[config.mk]
export PLATFORM = sky130hd
export DESIGN_NAME = seven_segment_reader
export DESIGN_NICKNAME = d
export VERILOG_FILES = /design/src/rtl/seg7_pkg.sv /design/src/rtl/seg7_classify.sv /design/src/rtl/seven_segment_reader.sv
export SDC_FILE = /design/constraint.sdc
export NUM_CORES = 1
export LEC_CHECK = 0
export BUFFER_PORTS_ARGS = -buffer_cell sky130_fd_sc_hd__buf_2
export CAP_MARGIN = 20
export CORE_ASPECT_RATIO = 1.4
export CORE_MARGIN = 2
export CORE_UTILIZATION = 50
export CTS_CLUSTER_DIAMETER = 50
export DETAILED_ROUTE_END_ITERATION = 12
export PLACE_DENSITY = 0.73
export SLEW_MARGIN = 5
export SYNTH_ARGS = -nofsm -noshare
export SYNTH_HDL_FRONTEND = slang
export SYNTH_HIERARCHICAL = 1
export SYNTH_SLANG_ARGS = --single-unit
[constraint.sdc]
create_clock -name clk -period 2.65 [get_ports clk]
set_input_delay 0.795 -clock clk [delete_from_list [all_inputs] [get_ports clk]]
set_output_delay 0.795 -clock clk [all_outputs]
set_load 0.1 [all_outputs]
[src/rtl/seg7_pkg.sv]
// ----------------------------------------------------------------------------
// seg7_pkg
//   Shared definitions for the seven-segment bus reader.
//   - seg_pattern_t : 7-bit active-low segment pattern, [6:0] = g..a (0 = lit)
//   - char_code_t   : 2-bit recovered character code
//   - SEG_*         : the four legal display patterns
//   - CODE_*        : the matching character codes
// ----------------------------------------------------------------------------
package seg7_pkg;

    typedef logic [6:0] seg_pattern_t;
    typedef logic [1:0] char_code_t;

    localparam seg_pattern_t SEG_D     = 7'b0100001;
    localparam seg_pattern_t SEG_E     = 7'b0000110;
    localparam seg_pattern_t SEG_ONE   = 7'b1111001;
    localparam seg_pattern_t SEG_BLANK = 7'b1111111;

    localparam char_code_t CODE_D     = 2'b00;
    localparam char_code_t CODE_E     = 2'b01;
    localparam char_code_t CODE_ONE   = 2'b10;
    localparam char_code_t CODE_BLANK = 2'b11;

endpackage : seg7_pkg

[src/rtl/seg7_classify.sv]
// ----------------------------------------------------------------------------
// seg7_classify
//   Combinational pattern classifier: maps an active-low segment pattern to
//   its character code and flags whether it is one of the legal characters.
//   Ports:
//     pattern_i  in   7  active-low segment pattern
//     legal_o    out  1  pattern is 'd', 'E', '1' or blank
//     code_o     out  2  character code (CODE_D when illegal; ignore then)
// ----------------------------------------------------------------------------
module seg7_classify
    import seg7_pkg::*;
(
    input  logic [6:0] pattern_i,
    output logic       legal_o,
    output logic [1:0] code_o
);

    always_comb begin
        // NOTE: every output gets a default before the case so no path leaves
        // it unassigned; otherwise synthesis infers a latch.
        legal_o = 1'b1;
        code_o  = CODE_D;
        unique case (pattern_i)
            SEG_D:     code_o = CODE_D;
            SEG_E:     code_o = CODE_E;
            SEG_ONE:   code_o = CODE_ONE;
            SEG_BLANK: code_o = CODE_BLANK;
            default:   legal_o = 1'b0;
        endcase
    end

endmodule : seg7_classify

[src/rtl/seven_segment_reader.sv]
// ----------------------------------------------------------------------------
// seven_segment_reader
//   Watches an active-low seven-segment bus, waits until a pattern has been
//   sampled STABLE_CYCLES times in a row, then classifies it. Legal characters
//   are handed out through a one-entry valid/ready register; illegal ones
//   raise a one-cycle bad_pulse and bump a saturating error counter.
//   Ports:
//     clk        in   1      rising-edge clock
//     resetn     in   1      synchronous active-low reset
//     sample_en  in   1      seg_in is sampled only when 1
//     seg_in     in   7      active-low segments [6:0] = g..a
//     out_valid  out  1      out_code holds an undelivered code
//     out_ready  in   1      consumer accepts when out_valid & out_ready
//     out_code   out  2      recovered character code
//     bad_pulse  out  1      one-cycle pulse on an illegal stable pattern
//     overflow   out  1      sticky: a legal code was dropped (register full)
//     err_count  out  ERR_W  illegal stable patterns seen, saturating
// ----------------------------------------------------------------------------
module seven_segment_reader
    import seg7_pkg::*;
#(
    parameter int STABLE_CYCLES = 4,
    parameter int ERR_W         = 8
) (
    input  logic             clk,
    input  logic             resetn,
    input  logic             sample_en,
    input  logic [6:0]       seg_in,
    output logic             out_valid,
    input  logic             out_ready,
    output logic [1:0]       out_code,
    output logic             bad_pulse,
    output logic             overflow,
    output logic [ERR_W-1:0] err_count
);

    // Counter wide enough to hold STABLE_CYCLES itself (it saturates there).
    localparam int CNT_W = (STABLE_CYCLES < 2) ? 1 : $clog2(STABLE_CYCLES + 1);
    localparam logic [CNT_W-1:0] STABLE_CNT = CNT_W'(STABLE_CYCLES);

    // ------------------------------------------------------------------
    // State
    // ------------------------------------------------------------------
    seg_pattern_t     cand_q,      cand_d;
    logic             cand_vld_q,  cand_vld_d;
    logic [CNT_W-1:0] cnt_q,       cnt_d;
    logic             out_valid_q, out_valid_d;
    char_code_t       out_code_q,  out_code_d;
    logic             bad_q,       bad_d;
    logic             ovf_q,       ovf_d;
    logic [ERR_W-1:0] err_q,       err_d;

    logic       commit;
    logic       pat_legal;
    char_code_t pat_code;
    logic       consume;

    // On a commit edge the candidate equals seg_in, so classify seg_in directly
    // and avoid waiting a cycle for the candidate register.
    seg7_classify u_classify (
        .pattern_i (seg_in),
        .legal_o   (pat_legal),
        .code_o    (pat_code)
    );

    // ------------------------------------------------------------------
    // Stability filter
    // ------------------------------------------------------------------
    always_comb begin
        cand_d     = cand_q;
        cand_vld_d = cand_vld_q;
        cnt_d      = cnt_q;
        commit     = 1'b0;
        if (sample_en) begin
            if (!cand_vld_q || (seg_in != cand_q)) begin
                cand_d     = seg_in;
                cand_vld_d = 1'b1;
                cnt_d      = CNT_W'(1);
                commit     = (STABLE_CYCLES == 1);
            end else if (cnt_q < STABLE_CNT) begin
                // Saturating at STABLE_CNT makes a held pattern commit once.
                cnt_d  = cnt_q + CNT_W'(1);
                commit = (cnt_d == STABLE_CNT);
            end
        end
    end

    // ------------------------------------------------------------------
    // Commit, holding register, flags and error counter
    // ------------------------------------------------------------------
    assign consume = out_valid_q & out_ready;

    always_comb begin
        out_valid_d = out_valid_q;
        out_code_d  = out_code_q;
        ovf_d       = ovf_q;
        err_d       = err_q;
        bad_d       = 1'b0;

        if (commit && pat_legal) begin
            // A consume on the same edge frees the slot for the new code.
            if (!out_valid_q || out_ready) begin
                out_code_d  = pat_code;
                out_valid_d = 1'b1;
            end else begin
                ovf_d = 1'b1;
            end
        end else if (consume) begin
            out_valid_d = 1'b0;
        end

        if (commit && !pat_legal) begin
            bad_d = 1'b1;
            if (err_q != {ERR_W{1'b1}}) begin
                err_d = err_q + ERR_W'(1);
            end
        end
    end

    // NOTE: state registers use non-blocking assignment so every flop samples
    // its _d value from before the edge, regardless of statement order.
    always_ff @(posedge clk) begin
        if (!resetn) begin
            cand_q      <= '0;
            cand_vld_q  <= 1'b0;
            cnt_q       <= '0;
            out_valid_q <= 1'b0;
            out_code_q  <= CODE_D;
            bad_q       <= 1'b0;
            ovf_q       <= 1'b0;
            err_q       <= '0;
        end else begin
            cand_q      <= cand_d;
            cand_vld_q  <= cand_vld_d;
            cnt_q       <= cnt_d;
            out_valid_q <= out_valid_d;
            out_code_q  <= out_code_d;
            bad_q       <= bad_d;
            ovf_q       <= ovf_d;
            err_q       <= err_d;
        end
    end

    assign out_valid = out_valid_q;
    assign out_code  = out_code_q;
    assign bad_pulse = bad_q;
    assign overflow  = ovf_q;
    assign err_count = err_q;

endmodule : seven_segment_reader
==> metrics.txt <==
cell taking the most area after synthesis dfxtp_1; RePlAce Congestion 0.8091; main area contributors after synthesis dfxtp_1, mux2i_1, nand2_1, nor2_1, ha_1; setup_tns 0 ns; RR Startpoint cnt_q[1]; crit path DAT 2.49 ns; RSZ-0062 raised after global routing no; WS Path Type in2reg; CTS H-tree depth 1; Req. time, crit path 2.91 ns; DRT Pass-1 Iters 6; grt ovf 0; Slew Limit Headroom 0.4970; Root Buffer clkbuf_4; top_reg_cell synth dfxtp_1; Mapped Nets 159; DRC viols 0; Critical R2R Capture err_count[0]; Mapped Area 1249 um2; fmax 0.4488 GHz; r2r setup slk 0.70 ns; Max-Cap Viols 0; Slew Limit Fails 0; startpoint types primary input; yosys warns 6; Die Area 2919 um2; core area 2391 um2; Vias/cell 5.420; vias in the first global route 1,048; Slew @ Worst Pin 0.7467 ns; Hold Path End out_code[0]; Clock Sinks 24; CTS buffer count 3; DR vias 1,111; Total GRT Usage 0.2010; # rows 21; worst hold slack 0.4690 ns; met3 wire len 76 um; layout cell share with drive strength beyond 1 0.2339; 1st-iter DRT viols 20; Hold Path Cell Cnt 2; Synth top cells by count dfxtp_1, nand2_1, mux2i_1, nor2_1; synth unique cells 37; Met1 Routed Length 1086 um; CP max FO 8; Setup violations, final 0; final hold violations 0; PD cells 479.6 nW/um2; Avg Inst Size Synth 8.612 um2; Max IR drop VDD 384.3 uV; sequential fraction of the synthesis area 0.3848; first-pass GRT wire length 4416 um; initial core utilization 0.5222; clk_lat worst skew 0.32 ns; outcome finished clean; leakage 0.6253 nW; Final period util 0.8408; total power 706.3 uW; drt wl/cell 12.48 um; worst min-delay path class reg2reg; largest net degree at the start of global routing 23; Final Critical Period 2.228 ns; top-count cell post-synth dfxtp_1; Die W 46.24 um; chip height 63.13 um; Final #Nets 186; Hold Buf Count CTS 0; Worst Hold Launch out_code[0]; Syn-to-layout area delta 17.94%; clk_skew 0.008690 ns; met2 routed WL 1359 um; Final HPWL DP 1947 um; Yosys top cell area share 0.3848; Diodes inserted 0; Worst Setup End Kind flip-flop; post-cts sizing count 0; Bufs on Longest Clock Path 2; highest metal used met4; antenna violations before repair 0; Gate Count Post-Synth 145; final wirelength 2559 um; Reg clk slew, reported paths 0.13 ns; CTS tree built; Async SR Flop Fraction 0; port buffer count 23; Routed Antenna Nets 0; register bit total from synthesis 24; I/O Pins 24; EDFF count, synth 0; Post-CTS Repair Setup Buffers 0; reg2reg path depth 8
[cells by family after synthesis]
group / after synthesis / synth area share
adders and majority gates: 3 / 0.03006
AOI/OAI and AO/OA: 23 / 0.1253
xor gates and xnor gates: 8 / 0.05611
buffers and inverters: 11 / 0.03406
and+or+nand+nor: 65 / 0.2816
DFF: 24 / 0.3848
muxes: 11 / 0.08818
[how the worst max path moves through the flow]
stage                       from            to  slack (ns)  depth (start not counted)
finish                 seg_in[3]  err_count[0]        0.42                          9
global route           seg_in[3]  err_count[0]        0.27                          9
CTS                    seg_in[3]  err_count[0]        0.43                          9
detailed placement     seg_in[3]  err_count[0]        0.09                          9
global placement       seg_in[5]  err_count[4]        0.11                          8
floorplan           err_count[1]  err_count[5]        0.37                          6
[area by class of cell]
class	instances	area, um2
fill	208	918.4
clock inverter	1	30.03
clock buffer	3	22.52
inverter	5	18.77
timing repair buffer	28	152.6
tap	34	42.54
multi-input combinational	110	725.7
sequential	24	480.5
[worst max-delay path, cell delays in order]
cell,delay [ns]
buf_2,0.13
and3_4,0.19
o211ai_1,0.18
o21ai_1,0.13
nor2_1,0.11
o21ai_0,0.27
buf_4,0.26
or3_1,0.30
a21oi_1,0.13
[routing by layer]
| layer | global-route usage | vias up |
|---|---|---|
| met3 | 0.02579 | 4 |
| met1 | 0.2392 | 513 |
| met4 | 0.08571 | 0 |
| met5 | 0 | - |
| met2 | 0.3420 | 25 |
| li1 | - | 569 |
[flip-flops by register name, summed over array words and instances, names as in the netlist]
signal,cells
err_count,8
cand_q,7
cnt_q,3
out_code,2
bad_pulse,1
cand_vld_q,1
out_valid,1
overflow,1
[through the flow]
step           cells  utilization  worst slack (ns)  area, um2
3_3_place_gp     201       0.5939            0.1105       1420
2_1_floorplan    145            -            0.3716       1249
5_1_grt          205       0.6159            0.2710       1473
3_5_place_dp     201       0.5939           0.08956       1420
4_1_cts          205       0.6159            0.4317       1473
6_report         205       0.6159            0.4219       1473
[report_power, final]
group / switching [mW] / leakage, nW / internal [mW]
registers: 0.00546 / 0.195 / 0.369
clock network: 0.111 / 0.0279 / 0.153
logic: 0.0388 / 0.402 / 0.0288
[placed cells by master (no fill, tap or decap), types with 2 or more instances in the layout]
master	n
a21oi_1	6
and3_1	2
buf_2	23
buf_4	5
clkbuf_4	3
dfxtp_1	24
ha_1	3
inv_1	5
mux2i_1	11
nand2_1	23
nand2b_1	3
nand3_1	6
nand4_1	2
nor2_1	11
nor4_1	4
o211ai_1	2
o21ai_0	4
o31ai_1	4
o41ai_1	2
or4_1	4
xnor2_1	4
xor2_1	4
No activity file was read; power rests on OpenSTA's default activity.
